**src/rtl/vend_txn_ctrl.sv**
```systemverilog
// Vending transaction sequencer: quantity/stock check, coin payment with timeout,
// per-item dispenser handshake, change computation and sale reporting.
module vend_txn_ctrl #(
    parameter int unsigned QTY_MAX     = 4,
    parameter int unsigned PRICE_W     = 8,
    parameter int unsigned MONEY_W     = 11,
    parameter int unsigned PAY_TIMEOUT = 500000000,
    parameter int unsigned ACK_TIMEOUT = 1000
) (
    input  logic               clk,
    input  logic               rst_n,
    input  logic               start,
    input  logic [2:0]         slot,
    input  logic [2:0]         qty,
    input  logic [PRICE_W-1:0] price,
    input  logic [3:0]         stock,
    input  logic               coin_valid,
    input  logic [1:0]         coin_val,
    input  logic               cancel,
    output logic               disp_req,
    output logic [2:0]         disp_slot,
    input  logic               disp_ack,
    output logic [MONEY_W-1:0] paid,
    output logic [MONEY_W-1:0] total,
    output logic [MONEY_W-1:0] change,
    output logic               busy,
    output logic               finish,
    output logic               success,
    output logic               out,
    output logic               sale_inc_valid,
    output logic [MONEY_W-1:0] sale_inc
);

    localparam int unsigned PAY_CNT_W = (PAY_TIMEOUT > 1) ? $clog2(PAY_TIMEOUT) : 1;
    localparam int unsigned ACK_CNT_W = (ACK_TIMEOUT > 1) ? $clog2(ACK_TIMEOUT) : 1;

    typedef enum logic [2:0] {
        S_IDLE, S_CHECK, S_PAY, S_DISPENSE, S_WAIT_ACK, S_DONE
    } state_t;

    state_t               state_q, state_d;
    logic [2:0]           slot_q, slot_d;
    logic [2:0]           qty_q, qty_d;
    logic [PRICE_W-1:0]   price_q, price_d;
    logic [2:0]           dlv_q, dlv_d;
    logic [PAY_CNT_W-1:0] pay_cnt_q, pay_cnt_d;
    logic [ACK_CNT_W-1:0] ack_cnt_q, ack_cnt_d;
    logic                 ok_q, ok_d;
    logic                 soldout_q, soldout_d;
    logic [MONEY_W-1:0]   paid_d, total_d, change_d, sale_inc_d;
    logic                 busy_d, disp_req_d, finish_d, success_d, out_d, sale_inc_valid_d;
    logic [2:0]           disp_slot_d;
    logic [MONEY_W-1:0]   coin_amt, paid_new, sold_amt;
    logic [MONEY_W:0]     paid_sum;

    // Coin decode and saturating accumulation
    always_comb begin
        coin_amt = '0;
        case (coin_val)
            2'b00:   coin_amt = MONEY_W'(1);
            2'b01:   coin_amt = MONEY_W'(5);
            2'b10:   coin_amt = MONEY_W'(10);
            default: coin_amt = MONEY_W'(20);
        endcase
        paid_sum = {1'b0, paid} + {1'b0, coin_amt};
        paid_new = paid;
        if (coin_valid) begin
            paid_new = paid_sum[MONEY_W] ? '1 : paid_sum[MONEY_W-1:0];
        end
        sold_amt = MONEY_W'(price_q) * MONEY_W'(dlv_q);
    end

    // Next-state, datapath and registered-output next values
    always_comb begin
        state_d   = state_q;
        slot_d    = slot_q;
        qty_d     = qty_q;
        price_d   = price_q;
        dlv_d     = dlv_q;
        pay_cnt_d = pay_cnt_q;
        ack_cnt_d = ack_cnt_q;
        ok_d      = ok_q;
        soldout_d = soldout_q;
        paid_d    = paid;
        total_d   = total;
        change_d  = change;

        case (state_q)
            S_IDLE: begin
                if (start) begin
                    slot_d    = slot;
                    qty_d     = qty;
                    price_d   = price;
                    paid_d    = '0;
                    change_d  = '0;
                    dlv_d     = '0;
                    ok_d      = 1'b0;
                    soldout_d = 1'b0;
                    state_d   = S_CHECK;
                end
            end
            S_CHECK: begin
                total_d = MONEY_W'(price_q) * MONEY_W'(qty_q);
                if (qty_q == 3'd0 || 32'(qty_q) > QTY_MAX) begin
                    state_d = S_DONE;
                end else if (stock < 4'(qty_q)) begin
                    soldout_d = 1'b1;
                    state_d   = S_DONE;
                end else begin
                    pay_cnt_d = '0;
                    state_d   = S_PAY;
                end
            end
            S_PAY: begin
                paid_d    = paid_new;
                pay_cnt_d = coin_valid ? '0 : pay_cnt_q + 1'b1;
                // Refund includes a coin arriving with cancel; cancel beats reaching total
                if (cancel) begin
                    change_d = paid_new;
                    state_d  = S_DONE;
                end else if (!coin_valid && pay_cnt_q == PAY_CNT_W'(PAY_TIMEOUT - 1)) begin
                    change_d = paid;
                    state_d  = S_DONE;
                end else if (paid_new >= total) begin
                    change_d = paid_new - total;
                    state_d  = S_DISPENSE;
                end
            end
            S_DISPENSE: begin
                ack_cnt_d = '0;
                state_d   = S_WAIT_ACK;
            end
            S_WAIT_ACK: begin
                if (disp_ack) begin
                    dlv_d = dlv_q + 3'd1;
                    if (dlv_q + 3'd1 == qty_q) begin
                        ok_d    = 1'b1;
                        state_d = S_DONE;
                    end else begin
                        state_d = S_DISPENSE;
                    end
                end else if (ack_cnt_q == ACK_CNT_W'(ACK_TIMEOUT - 1)) begin
                    change_d = paid - sold_amt;
                    state_d  = S_DONE;
                end else begin
                    ack_cnt_d = ack_cnt_q + 1'b1;
                end
            end
            S_DONE:  state_d = S_IDLE;
            default: state_d = S_IDLE;
        endcase

        busy_d           = (state_d != S_IDLE);
        disp_req_d       = (state_d == S_WAIT_ACK);
        disp_slot_d      = disp_req_d ? slot_d : 3'd0;
        finish_d         = (state_d == S_DONE);
        success_d        = finish_d & ok_d;
        out_d            = finish_d & soldout_d;
        sale_inc_valid_d = finish_d && (dlv_d != 3'd0);
        sale_inc_d       = sale_inc_valid_d ? MONEY_W'(price_d) * MONEY_W'(dlv_d) : '0;
    end

    // State and output registers; rst_n is an active-high synchronous reset
    always_ff @(posedge clk) begin
        if (rst_n) begin
            state_q        <= S_IDLE;
            slot_q         <= '0;
            qty_q          <= '0;
            price_q        <= '0;
            dlv_q          <= '0;
            pay_cnt_q      <= '0;
            ack_cnt_q      <= '0;
            ok_q           <= 1'b0;
            soldout_q      <= 1'b0;
            paid           <= '0;
            total          <= '0;
            change         <= '0;
            busy           <= 1'b0;
            disp_req       <= 1'b0;
            disp_slot      <= '0;
            finish         <= 1'b0;
            success        <= 1'b0;
            out            <= 1'b0;
            sale_inc_valid <= 1'b0;
            sale_inc       <= '0;
        end else begin
            state_q        <= state_d;
            slot_q         <= slot_d;
            qty_q          <= qty_d;
            price_q        <= price_d;
            dlv_q          <= dlv_d;
            pay_cnt_q      <= pay_cnt_d;
            ack_cnt_q      <= ack_cnt_d;
            ok_q           <= ok_d;
            soldout_q      <= soldout_d;
            paid           <= paid_d;
            total          <= total_d;
            change         <= change_d;
            busy           <= busy_d;
            disp_req       <= disp_req_d;
            disp_slot      <= disp_slot_d;
            finish         <= finish_d;
            success        <= success_d;
            out            <= out_d;
            sale_inc_valid <= sale_inc_valid_d;
            sale_inc       <= sale_inc_d;
        end
    end

endmodule

```
**config.mk**
```make
export PLATFORM = sky130hd
export DESIGN_NAME = vend_txn_ctrl
export DESIGN_NICKNAME = d
export VERILOG_FILES = /design/src/rtl/vend_txn_ctrl.sv
export SDC_FILE = /design/constraint.sdc
export NUM_CORES = 1
export LEC_CHECK = 0
export ABC_AREA = 1
export BUFFER_PORTS_ARGS = -buffer_cell sky130_fd_sc_hd__buf_4
export CORE_MARGIN = 5
export CORE_UTILIZATION = 25
export DETAILED_ROUTE_END_ITERATION = 8
export SYNTH_ARGS = -nofsm -noshare
export SYNTH_HDL_FRONTEND = slang
export SYNTH_SLANG_ARGS = --single-unit
```
**constraint.sdc**
```tcl
create_clock -name clk -period 4.8 [get_ports clk]
set_clock_uncertainty 0.1 [all_clocks]
set_input_delay 0.24 -clock clk [delete_from_list [all_inputs] [get_ports clk]]
set_output_delay 0.24 -clock clk [all_outputs]
set_load 0.01 [all_outputs]
```
---- After elaboration in Yosys (flattened, before gate mapping) ----
Cells that the tools add are included.
cells by class
  add/sub/neg operators ................... 6
  $mul .................................... 3
  order comparisons ....................... 3
  eq/ne operators ......................... 18
  muxes and demuxes ....................... 43
  bitwise logic cells ..................... 4
  reduce and logical (&&, ||, !) cells .... 20
operator list
  kind                                                                    number
  11-bit 2-to-1 mux                                                       8
  29-bit 2-to-1 mux                                                       3
  29-bit one-hot mux with 2 select lines                                  1
  3-bit 2-to-1 mux                                                        13
  8-bit by 3-bit multiplier with 11-bit output                            3
  11-bit one-hot mux with 3 select lines                                  1
  29-bit by 1-bit adder with 29-bit output (second input constant)        1
  29-bit equality test (second input constant)                            1
  11-bit one-hot mux with 2 select lines                                  1
  11-bit subtractor                                                       2
  10-bit 2-to-1 mux                                                       2
  10-bit one-hot mux with 2 select lines                                  1
  8-bit 2-to-1 mux                                                        2
  3-bit one-hot mux with 5 select lines                                   1
  5-bit one-hot mux with 3 select lines                                   1
  11-bit by 11-bit adder with 12-bit output                               1
  2-bit != test (second input constant)                                   6
  11-bit >= comparator                                                    1
  10-bit by 1-bit adder with 10-bit output (second input constant)        1
  10-bit equality test (second input constant)                            1
  3-bit equality test (second input constant)                             3
  3-bit nonzero test                                                      3
  3-bit by 2-bit equality test with 1-bit output (second input constant)  2
  3-bit zero test                                                         2
  other kinds (22)                                                        36
word-level totals
  bits in registers ....................... 114
  input port bits ......................... 26
  output and inout port bits .............. 53
  word-level logic and storage cells ...... 117

---- Longest topological paths before layout ----
Gate-level depths: netlist of the first run.
  depth in word-level cells ............... 14
  gate-level depth with buffers ........... 25
  gate-level depth less buffers ........... 25

---- Worst setup path after synthesis of the first run ----
OpenSTA, ideal clock, no wires.
  path type ............................... reg2reg
  start point ............................. reg state_q[1]
  end point ............................... reg sale_inc[10]
  setup time .............................. 0.062 ns
  data arrival time ....................... 3.288 ns
  required time ........................... 4.638 ns
  slack ................................... 1.350 ns
  cell stages (with the launch flop) ...... 19
  path buffers ............................ 0
  period minus slack after synthesis ...... 3.450 ns
  cell sequence ........................... dfxtp_1 > nor2_2 > nand2_2 > nor2_1 > nor2_1 > o21ai_0 > inv_1 > nand2_1 > fa_1 > inv_1 > ha_1 > inv_1 > fa_1 > o21ai_0 > a21oi_1 > o21bai_1 > a21o_1 > a21oi_1 > nor2_2
on the way
  cells in the longest elaborated chain, start to end .. 8
  elaborated cells on any way between the ends .. 20
  those cells by class .................... 1 x mul; 5 x eq/ne; 9 x mux; 1 x bitwise; 4 x reduce/logical
ends and longest elaborated chain
  what                                                                                                  RTL line  text
  start: declaration                                                                                    41        state_t state_q, state_d;
  start signal: assignment                                                                              187       state_q <= state_d;
  parallel branches: the longest is 8 deep, another holds 8-bit by 3-bit multiplier with 11-bit output  n/a
  end signal: assignment                                                                                206       sale_inc <= sale_inc_d;
  end: declaration                                                                                      31        output logic [MONEY_W-1:0] sale_inc
Several ways; the timed one is not identified.
A chain may end at the register's enable or synchronous reset.

---- Worst setup path in the final report of the first run ----
Ends and elaborated chain as after synthesis.

==> results of run 1 <==
[power groups by stage]
| stage | Sequential, mW | Combinational, mW | Clock (mW) |
|---|---|---|---|
| 6_report | 1.26 | 2.04 | 1.35 |
| 4_1_cts | 1.26 | 2.04 | 1.38 |
| 5_1_grt | 1.28 | 2.32 | 1.41 |
| 2_1_floorplan | 1.23 | 1.47 | 0 |
| 3_3_place_gp | 1.28 | 2.02 | 0 |
| 3_5_place_dp | 1.28 | 2.03 | 0 |
[flip-flops by register name (all words and copies together), names as in the netlist, 3 cells and up]
| signal | flops |
|---|---|
| slot_q | 3 |
| dlv_q | 3 |
| paid | 11 |
| qty_q | 3 |
| change | 11 |
| total | 11 |
| sale_inc | 11 |
| pay_cnt_q | 29 |
| price_q | 8 |
| state_q | 3 |
| ack_cnt_q | 10 |
| disp_slot | 3 |
[worst max path at each step]
stage / end / slack [ns] / cells after the start
CTS: sale_inc[10] / 0.68 / 18
global placement: sale_inc[10] / 0.75 / 18
detailed placement: sale_inc[10] / 0.69 / 18
global route: sale_inc[10] / 0.16 / 18
floorplan: sale_inc[10] / 1.35 / 18
finish: sale_inc[10] / 0.63 / 18
[critical path: stages (launching register included)]
cell      delay [ns]
dfxtp_1         0.37
nor2_2          0.21
nand2_1         0.07
nor2_1          0.44
inv_1           0.33
o21ai_0         0.35
inv_1           0.11
nand2_1         0.10
fa_1            0.42
inv_1           0.07
ha_1            0.15
inv_1           0.05
fa_1            0.39
o21ai_0         0.30
a21oi_1         0.11
o21bai_1        0.21
a21o_1          0.14
a21oi_1         0.06
nor2_2          0.10
[layer usage]
metal,vias to the layer above,global-route usage
li1,4479,-
met5,-,0
met2,276,0.2300
met3,39,0.02693
met1,4070,0.1801
met4,0,0.03318
[metrics by stage]
step / worst slack, ns / utilization / instances
after global routing: 0.1563 / 0.2991 / 1903
final: 0.6303 / 0.2991 / 1903
after global placement: 0.7463 / 0.2810 / 1869
after CTS: 0.6795 / 0.2991 / 1903
after detailed placement: 0.6945 / 0.2810 / 1869
after floorplan: 1.350 / - / 1361
[cell usage in the layout, fill, tap and decap left out, types with 30 or more instances in the layout]
master | netlist | final
dfxtp_1 | 114 | 114
a21oi_1 | 98 | 98
nor2_1 | 151 | 151
buf_4 | 0 | 82
nand4_1 | 32 | 32
nand3_1 | 91 | 91
nand2_1 | 320 | 320
fa_1 | 30 | 30
ha_1 | 54 | 54
inv_1 | 215 | 215
o21ai_0 | 61 | 61
[layout make-up]
cell class	count	area (um^2)
multi-input cells	988	5630
flip-flops and latches	114	2282
clock buffers	18	439.2
clock inverters	13	172.7
fillers	3822	24810
repair buffers	85	645.6
inverters	224	840.8
well taps	461	576.8
[cells by family (layout without fill, tap and decap cells)]
| family | after synthesis | after routing |
|---|---|---|
| AOI/OAI and AO/OA | 192 | 192 |
| and+or+nand+nor | 674 | 674 |
| xor gates and xnor gates | 34 | 34 |
| muxes | 4 | 4 |
| DFF | 114 | 114 |
| buffers and inverters | 259 | 340 |
| adders and majority gates | 84 | 84 |
[timing repair]
action	4_1_cts	5_1_grt
endpoints found under the hold margin	6	0
hold buffers	3	0
resized for setup	0	0
==> impl_metrics.csv, run 1 <==
group,metric,value,unit
logic_synthesis,synth.avg_cell_area,6.552,um^2
critical_path,cp.required,5.06,ns
global_route,grt_start_max_net_pins,57,
worst_hold_path,hp-class,"primary input to flip-flop",
cells_and_area,fin_nets,1540,
logic_synthesis,synth_edf_count,0,
logic_synthesis,yosys-top-cells-count,"nand2_1, inv_1, nor2_1",
pwr,switching_power,2.027,mW
logic_synthesis,ys.flop_type,"dfxtp_1",
floorplanning,std_cell_rows,69,
routing,wirelength,26670,um
placed_design,gp_congestion,0.9097,
floorplanning,core-area,35400,um^2
critical_path,reg2reg_setup_slack,0.63,ns
pwr,sequentialPowerShare,0.271,
logic_synthesis,yosys_warnings,0,
pwr,comb_power_share,0.438,
sta,fin_hold_ws,0.01744,ns
cts,clk_pin_slew,0.07,ns
routing,vias,8864,
critical_path,crit_type,"flip-flop to flip-flop",
cells_and_area,area_delta_synth_final,18.73,%
placed_design,place_area,9946,um^2
cells_and_area,finish.instance_area,10590,um^2
pwr,p_clk_frac,0.291,
logic_synthesis,yosysMostFrequentCell,"nand2_1",
logic_synthesis,syn_area,8917,um^2
routing,drt_iter0_markers,707,
logic_synthesis,synthArstFlopShare,0,
global_route,grt_usage,0.1364,
routing,ant_nets,0,
routing,first_pass_iters,5,
routing,vias_per_cell,4.658,
cts,h-tree-depth,4,
global_route,grt_antenna_before_repair,0,
sta,max_freq,0.2398,GHz
worst_hold_path,holdPathEnd,"qty_q[0]",
cts,cts-root-buf,"clkbuf_16",
global_route,grt_pass1_vias,8499,
cts,cts_num_sinks,114,
routing,drt-wirelength-per-cell,14.01,um
routing,top_layer_used,"met4",
cts,cts_setup_buffers,0,
pwr,sw_frac_of_total,0.4363,
critical_path,reg2reg_depth,18,
global_route,grt-ovfl-total,0,
logic_synthesis,synth_nets,1471,
pwr,power_density,438.9,nW/um^2
logic_synthesis,synth-xor-area-share,0.03339,
sta,min_period,4.170,ns
cts,cts_tree,"built",
routing,wl_met1,12090,um
sta,finalSetupTns,0,ns
critical_path,worstPathArrival,4.43,ns
sta,final_max_slew_viol_count,0,
logic_synthesis,synthAdderAreaFrac,0.1431,
sta,worstMarginPinSlew,0.9513,ns
logic_synthesis,synth-seq-cells,114,
pwr,intPower,2.620,mW
floorplanning,fp.dieH,198.9,um
sta,hold_viol,0,
worst_hold_path,holdPathStages,3,
floorplanning,die_area,39550,um^2
global_route,grt_pass1_wl,43520,um
placed_design,hpwl,20650,um
routing,wl_met2,12500,um
run_status,status,"completed",
critical_path,critical_path.endpoint_type,"flip-flop",
cells_and_area,diodes,0,
logic_synthesis,ys_seq_area_frac,0.2559,
floorplanning,num_io_pins,79,
routing,drc,0,
pwr,fin_total_pwr,4.647,mW
logic_synthesis,synth_top_family_by_area,"simple AND/OR/NAND/NOR gates",
floorplanning,die_w,198.9,um
critical_path,start_kind,"flip-flop",
worst_hold_path,min_from,"qty[0]",
cts,clkLatencyLatePin,0.43,ns
logic_synthesis,synth_cell_type_count,46,
sta,post-route-period-util,0.8687,
logic_synthesis,synth-compound-area-share,0.1170,
cts,cts_made_buffers,17,
cells_and_area,drive_above_1_share,0.1172,
cts,clock_path_buffers,2,
logic_synthesis,synth.area.mux_share,0.004490,
logic_synthesis,yosys.area_share.simple,0.3334,
logic_synthesis,synth_top_cell_by_area,"dfxtp_1",
critical_path,cp-startpoint,"state_q[1]",
run,cap_violations,0,
floorplanning,initial_core_util,0.2519,
critical_path,r2r_end,"sale_inc[10]",
routing,wl_met3,1642,um
sta,finalSetupViolations,0,
logic_synthesis,synth_top_area_frac,0.2559,
pwr,ir_drop,233.4,uV
logic_synthesis,syn_inst,1361,
critical_path,crit_fanout,14,
critical_path,r2r-start,"state_q[1]",
pwr,power_leakage,5.077,nW
sta,relSlewSlack,0.3651,
sta,rsz0062_at_grt,"false",
placed_design,port_buffers,78,
logic_synthesis,synth_area_leaders,"dfxtp_1, nand2_1, inv_1",
No activity file was read; power rests on OpenSTA's default activity.
==> run 2: changes to the inputs <==
--- a/config.mk
+++ b/config.mk
@@ -5,11 +5,12 @@
 export SDC_FILE = /design/constraint.sdc
 export NUM_CORES = 1
 export LEC_CHECK = 0
-export ABC_AREA = 1
 export BUFFER_PORTS_ARGS = -buffer_cell sky130_fd_sc_hd__buf_4
 export CORE_MARGIN = 5
 export CORE_UTILIZATION = 25
 export DETAILED_ROUTE_END_ITERATION = 8
+export PLACE_DENSITY_LB_ADDON = 0.1
+export RECOVER_POWER = 25
 export SYNTH_ARGS = -nofsm -noshare
 export SYNTH_HDL_FRONTEND = slang
 export SYNTH_SLANG_ARGS = --single-unit
==> impl_metrics.csv, run 2 <==
group,metric,value,unit
run_status,status,"completed",
routing,drt-wirelength-per-cell,17.71,um
global_route,grt-ovfl-total,0,
logic_synthesis,synthArstFlopShare,0,
sta,final_max_slew_viol_count,0,
routing,wirelength,26410,um
cells_and_area,ff_latch_area,2282,um^2
logic_synthesis,synth_top_area_frac,0.2840,
cells_and_area,fin_nets,1186,
critical_path,crit_type,"flip-flop to flip-flop",
cells_and_area,utilization,0.3029,
cells_and_area,area_delta_synth_final,19.26,%
critical_path,cp-startpoint,"paid[2]",
critical_path,reg2reg_setup_slack,0.58,ns
global_route,grt_start_max_net_pins,59,
cts,clk_pin_slew,0.06,ns
sta,min_period,4.219,ns
logic_synthesis,synth_top_cell_by_area,"dfxtp_1",
floorplanning,core-area,31640,um^2
worst_hold_path,min_from,"price[6]",
worst_hold_path,holdPathEnd,"price_q[6]",
routing,first_pass_iters,6,
routing,vias_per_cell,4.778,
critical_path,worstPathCellList,"ha_1 -> o21ai_0 -> o21bai_1 -> a21oi_1 -> or2_2 -> nand2_1 -> ha_1 -> nand3_1 -> o21bai_1 -> a21oi_1 -> o21ai_0 -> nand4_1 -> o211a_1 -> o21ai_0 -> o221a_1",
critical_path,worst-path-stages,15,
cts,clock_path_buffers,2,
logic_synthesis,ys_seq_area_frac,0.2840,
cells_and_area,multi_input_area,5293,um^2
sta,post-route-period-util,0.8789,
pwr,power_density,341.6,nW/um^2
sta,finalSetupViolations,0,
critical_path,crit_family,"compound AO/OA/AOI/OAI gates",
sta,hold_viol,0,
cells_and_area,final_cell_mix,"nor2_1, nand2_1, dfxtp_1, inv_1, buf_4",
logic_synthesis,syn_inst,993,
logic_synthesis,yosysMostFrequentCell,"nor2_1",
critical_path,reg2reg_depth,15,
floorplanning,die_area,35830,um^2
floorplanning,num_io_pins,79,
placed_design,hpwl,20240,um
cells_and_area,largest_register_ffs,29,
critical_path,r2r-start,"paid[2]",
critical_path,cp_slowest_cell,"o211a_1",
critical_path,crit_fanout,19,
sta,rsz0062_at_grt,"false",
placed_design,port_buffers,78,
critical_path,path_buf_inv,0,
routing,ant_nets,0,
cells_and_area,fillers,3427,
global_route,grt_pass1_vias,7249,
cells_and_area,drive_above_1_share,0.1074,
cells_and_area,final_common_cell,"nor2_1",
sta,finalSetupTns,0,ns
critical_path,max_stage_delay,0.62,ns
critical_path,worstPathArrival,4.45,ns
critical_path,r2r_end,"change[6]",
logic_synthesis,synth_edf_count,0,
logic_synthesis,synth.avg_cell_area,8.092,um^2
logic_synthesis,synth-seq-cells,114,
sta,relSlewSlack,0.4563,
global_route,grt_antenna_before_repair,0,
critical_path,crit_top_cell,"o21ai_0",
global_route,grt_usage,0.1492,
logic_synthesis,syn_area,8035,um^2
cts,cts-root-buf,"clkbuf_16",
routing,drt_iter0_markers,380,
logic_synthesis,ys.flop_type,"dfxtp_1",
sta,worstMarginPinSlew,0.8095,ns
cts,cts_tree,"built",
run,cap_violations,0,
routing,vias,7124,
pwr,power_leakage,3.865,nW
cts,cts_made_buffers,17,
logic_synthesis,yosys_warnings,0,
floorplanning,std_cell_rows,65,
cts,h-tree-depth,4,
critical_path,cp.required,5.03,ns
sta,max_freq,0.2371,GHz
floorplanning,die_w,189.3,um
cts,cts_num_sinks,114,
worst_hold_path,holdPathStages,3,
pwr,ir_drop,289.0,uV
floorplanning,initial_core_util,0.2540,
logic_synthesis,synth_nets,1103,
placed_design,gp_congestion,0.8322,
cells_and_area,largest_register,"pay_cnt_q",
worst_hold_path,hp-class,"primary input to flip-flop",
global_route,grt_pass1_wl,41700,um
logic_synthesis,synth_cell_type_count,82,
floorplanning,fp.dieH,189.3,um
logic_synthesis,yosys-top-cells-count,"nor2_1, nand2_1, dfxtp_1",
critical_path,critical_path.endpoint_type,"flip-flop",
logic_synthesis,synth_area_leaders,"dfxtp_1, ha_1, fa_1",
cells_and_area,diodes,0,
routing,drc,0,
cts,post_cts_resized,0,
critical_path,start_kind,"flip-flop",
cts,clkLatencyLatePin,0.44,ns
## run 2: cell types whose count changed in the layout (fill, tap and decap cells not counted), moves of 25 or more
cell,delta
a21oi_1,-45
o21ai_0,-26
inv_1,-143
clkbuf_1,+42
nand3_1,-64
nand2_1,-203
buf_4,-25
## run 2: kinds of logic after synthesis
logic type      synth area share
flops                     0.2840
mux                      0.03457
fa+ha+maj                 0.1588
simple gates              0.2442
buf+inv                  0.05761
compound gates            0.1619
xor+xnor                 0.05886
## run 2: worst reg2reg max path, stage by stage, from the launching register on
cell      delay, ns
dfxtp_1        0.52
ha_1           0.36
o21ai_0        0.25
o21bai_1       0.09
a21oi_1        0.18
or2_2          0.24
nand2_1        0.13
ha_1           0.39
nand3_1        0.12
o21bai_1       0.19
a21oi_1        0.16
o21ai_0        0.13
nand4_1        0.17
o211a_1        0.62
o21ai_0        0.20
o221a_1        0.25
## run 2: report_power, final
group | internal [mW] | switching (mW) | total, mW
Combinational | 0.338 | 0.577 | 0.915
Clock | 0.722 | 0.512 | 1.23
Sequential | 1.03 | 0.0978 | 1.12
## run 2: how the worst max path moves through the flow
| stage | endpoint | slack (ns) |
|---|---|---|
| 5_1_grt | change[6] | 0.19 |
| 3_5_place_dp | change[6] | 0.48 |
| 4_1_cts | change[6] | 0.63 |
| 6_report | change[6] | 0.58 |
| 2_1_floorplan | disp_slot[0] | 0.96 |
| 3_3_place_gp | change[10] | 0.53 |
## run 2: through the flow
stage | instances | area [um^2] | hold WS [ns] | total power [mW] | worst slack, ns
final | 1491 | 9583 | 0.04405 | 3.274 | 0.5815
after global routing | 1491 | 9583 | 0.05120 | 3.476 | 0.1921
after CTS | 1491 | 9737 | 0.02117 | 3.365 | 0.6310
after detailed placement | 1450 | 9091 | 0.3639 | 2.095 | 0.4849
after global placement | 1450 | 9091 | 0.3645 | 2.108 | 0.5274
after floorplan | 993 | 8035 | 0.2872 | 1.743 | 0.9609
## run 2: routing by layer
| metal | wire length, um | global-route usage | up-vias |
|---|---|---|---|
| met5 | 0 | 0 | - |
| met4 | 313 | 0.04062 | 0 |
| met3 | 976 | 0.03190 | 21 |
| met2 | 11610 | 0.2296 | 124 |
| met1 | 13510 | 0.2119 | 3377 |
| li1 | - | - | 3602 |
## run 2: final cells by class
type,count,area share
clock buffers,19,0.04622
clock inverters,13,0.01175
inverters,74,0.02899
multi-input cells,762,0.5523
flip-flops and latches,114,0.2382
well taps,402,0.05249
repair buffers,107,0.07011
## run 2: what timing repair did
action / in CTS / in global routing
hold buffers: 9 / 0
buffers inserted: 0 / 0
hold endpoints to repair: 12 / 0
==> run 3: changes to the inputs <==
--- a/config.mk
+++ b/config.mk
@@ -8,6 +8,7 @@
 export BUFFER_PORTS_ARGS = -buffer_cell sky130_fd_sc_hd__buf_4
 export CORE_MARGIN = 5
 export CORE_UTILIZATION = 25
+export CTS_BUF_LIST = sky130_fd_sc_hd__clkbuf_8
 export DETAILED_ROUTE_END_ITERATION = 8
 export PLACE_DENSITY_LB_ADDON = 0.1
 export RECOVER_POWER = 25
==> impl_metrics.csv, run 3 (synthesized netlist as in run 2, its figures left out) <==
group,metric,value,unit
cts,clock_path_buffers,2,
sta,relSlewSlack,0.4615,
worst_hold_path,min_from,"disp_ack",
cells_and_area,finish.instance_area,9422,um^2
floorplanning,fp.dieH,189.3,um
sta,post-route-period-util,0.8753,
pwr,power_density,310.8,nW/um^2
sta,finalSetupTns,0,ns
cts,cts-root-buf,"clkbuf_8",
cells_and_area,diodes,0,
routing,wirelength,26420,um
cells_and_area,largest_register,"pay_cnt_q",
sta,rsz0062_at_grt,"false",
floorplanning,initial_core_util,0.2540,
global_route,grt_usage,0.1486,
worst_hold_path,hp-class,"primary input to flip-flop",
critical_path,cp.required,5.07,ns
cts,cts_setup_buffers,0,
sta,max_freq,0.2380,GHz
critical_path,r2r-start,"paid[0]",
cts,cts_made_buffers,17,
sta,min_period,4.201,ns
cts,h-tree-depth,4,
cells_and_area,area_delta_synth_final,17.25,%
worst_hold_path,holdPathStages,3,
floorplanning,die_area,35830,um^2
floorplanning,core-area,31640,um^2
placed_design,hpwl,20240,um
global_route,grt-ovfl-total,0,
routing,vias,7138,
pwr,power_leakage,3.794,nW
sta,finalSetupViolations,0,
cts,clk_pin_slew,0.09,ns
placed_design,place_ws,0.4849,ns
critical_path,crit_fanout,19,
pwr,ir_drop,243.5,uV
routing,vias_per_cell,4.778,
sta,fin_ws,0.5988,ns
cells_and_area,largest_register_ffs,29,
cells_and_area,drive_above_1_share,0.1071,
run_status,status,"completed",
placed_design,gp_congestion,0.8322,
cells_and_area,fin_nets,1189,
cells_and_area,final_common_cell,"nor2_1",
critical_path,r2r_end,"change[6]",
critical_path,critical_path.endpoint_type,"flip-flop",
critical_path,worstPathCellList,"ha_1 -> fa_1 -> a211oi_1 -> nor2_1 -> nor2_1 -> or3_1 -> nand3_1 -> ha_1 -> and2_1 -> nand3_1 -> a21oi_1 -> o21ai_0 -> nand4_1 -> o211a_1 -> o21ai_0 -> o221a_1",
run,cap_violations,0,
routing,drt-wirelength-per-cell,17.69,um
routing,drt_iter0_markers,326,
critical_path,reg2reg_setup_slack,0.60,ns
floorplanning,die_w,189.3,um
global_route,grt_start_max_net_pins,59,
critical_path,worst-path-stages,16,
routing,drc,0,
cts,cts_num_sinks,114,
critical_path,path_buf_inv,0,
critical_path,start_kind,"flip-flop",
critical_path,crit_type,"flip-flop to flip-flop",
worst_hold_path,holdPathEnd,"ok_q",
global_route,grt_pass1_vias,7277,
critical_path,worstPathArrival,4.47,ns
sta,final_max_slew_viol_count,0,
sta,worstMarginPinSlew,0.8018,ns
critical_path,crit_family,"compound AO/OA/AOI/OAI gates",
sta,hold_viol,0,
routing,first_pass_iters,5,
floorplanning,num_io_pins,79,
global_route,grt_pass1_wl,41660,um
placed_design,place_area,9091,um^2
floorplanning,std_cell_rows,65,
global_route,grt_antenna_before_repair,0,
cells_and_area,final_cell_mix,"nor2_1, nand2_1, dfxtp_1, inv_1, buf_4",
cts,post_cts_resized,0,
cts,cts_tree,"built",
routing,ant_nets,0,
placed_design,port_buffers,78,
critical_path,cp_slowest_cell,"o211a_1",
critical_path,reg2reg_depth,16,
critical_path,max_stage_delay,0.62,ns
cts,clkLatencyLatePin,0.47,ns
run 3: cell count changes in the layout (fill, tap and decap cells not counted), sizes merged:
cell / previous run / this run
dlygate4sd3: 9 / 12
clkbuf: 60 / 59
inv: 75 / 76
run 3: where the power goes:
group | switching (mW) | internal [mW] | total, mW
Combinational | 0.579 | 0.340 | 0.919
Sequential | 0.0990 | 1.02 | 1.12
Clock | 0.467 | 0.418 | 0.886
run 3: worst max-delay path by stage:
| stage | end | start |
|---|---|---|
| floorplan | disp_slot[0] | coin_val[1] |
| global placement | change[10] | coin_val[1] |
| detailed placement | change[6] | coin_val[1] |
| CTS | change[6] | paid[0] |
| global route | change[6] | paid[2] |
| finish | change[6] | paid[0] |
run 3: timing repair:
| item | CTS | global route |
|---|---|---|
| setup endpoints to repair | 0 | 0 |
| hold buffers | 12 | 0 |
| endpoints found under the hold margin | 15 | 0 |
run 3: final cells by class:
| type | instances | area (um^2) |
|---|---|---|
| Clock inverter | 14 | 116.4 |
| Multi-Input combinational cell | 762 | 5293 |
| Sequential cell | 114 | 2282 |
| Timing Repair Buffer | 110 | 701.9 |
| Clock buffer | 18 | 247.7 |
| Tap cell | 402 | 503.0 |
| Fill cell | 3451 | 22220 |
| Inverter | 74 | 277.8 |
run 3: worst min-delay path, stage by stage:
cell	delay [ns]
buf_4	0.16
a31oi_1	0.13
nor3_1	0.07
run 3: metrics by stage:
stage,cells,total power [mW],utilization,hold WS [ns]
floorplan,993,1.743,-,0.2872
CTS,1494,3.012,0.3027,0.02419
global placement,1450,2.108,0.2874,0.3645
detailed placement,1450,2.095,0.2874,0.3639
global route,1494,3.123,0.2978,0.04801
finish,1494,2.928,0.2978,0.07496
run 3: metal layers:
metal / track usage / share of wire / routed length, um
met1: 0.2113 / 0.51 / 13520
met4: 0.03617 / 0.011 / 288
met3: 0.03116 / 0.038 / 1013
met2: 0.2311 / 0.44 / 11600
met5: 0 / 0 / 0
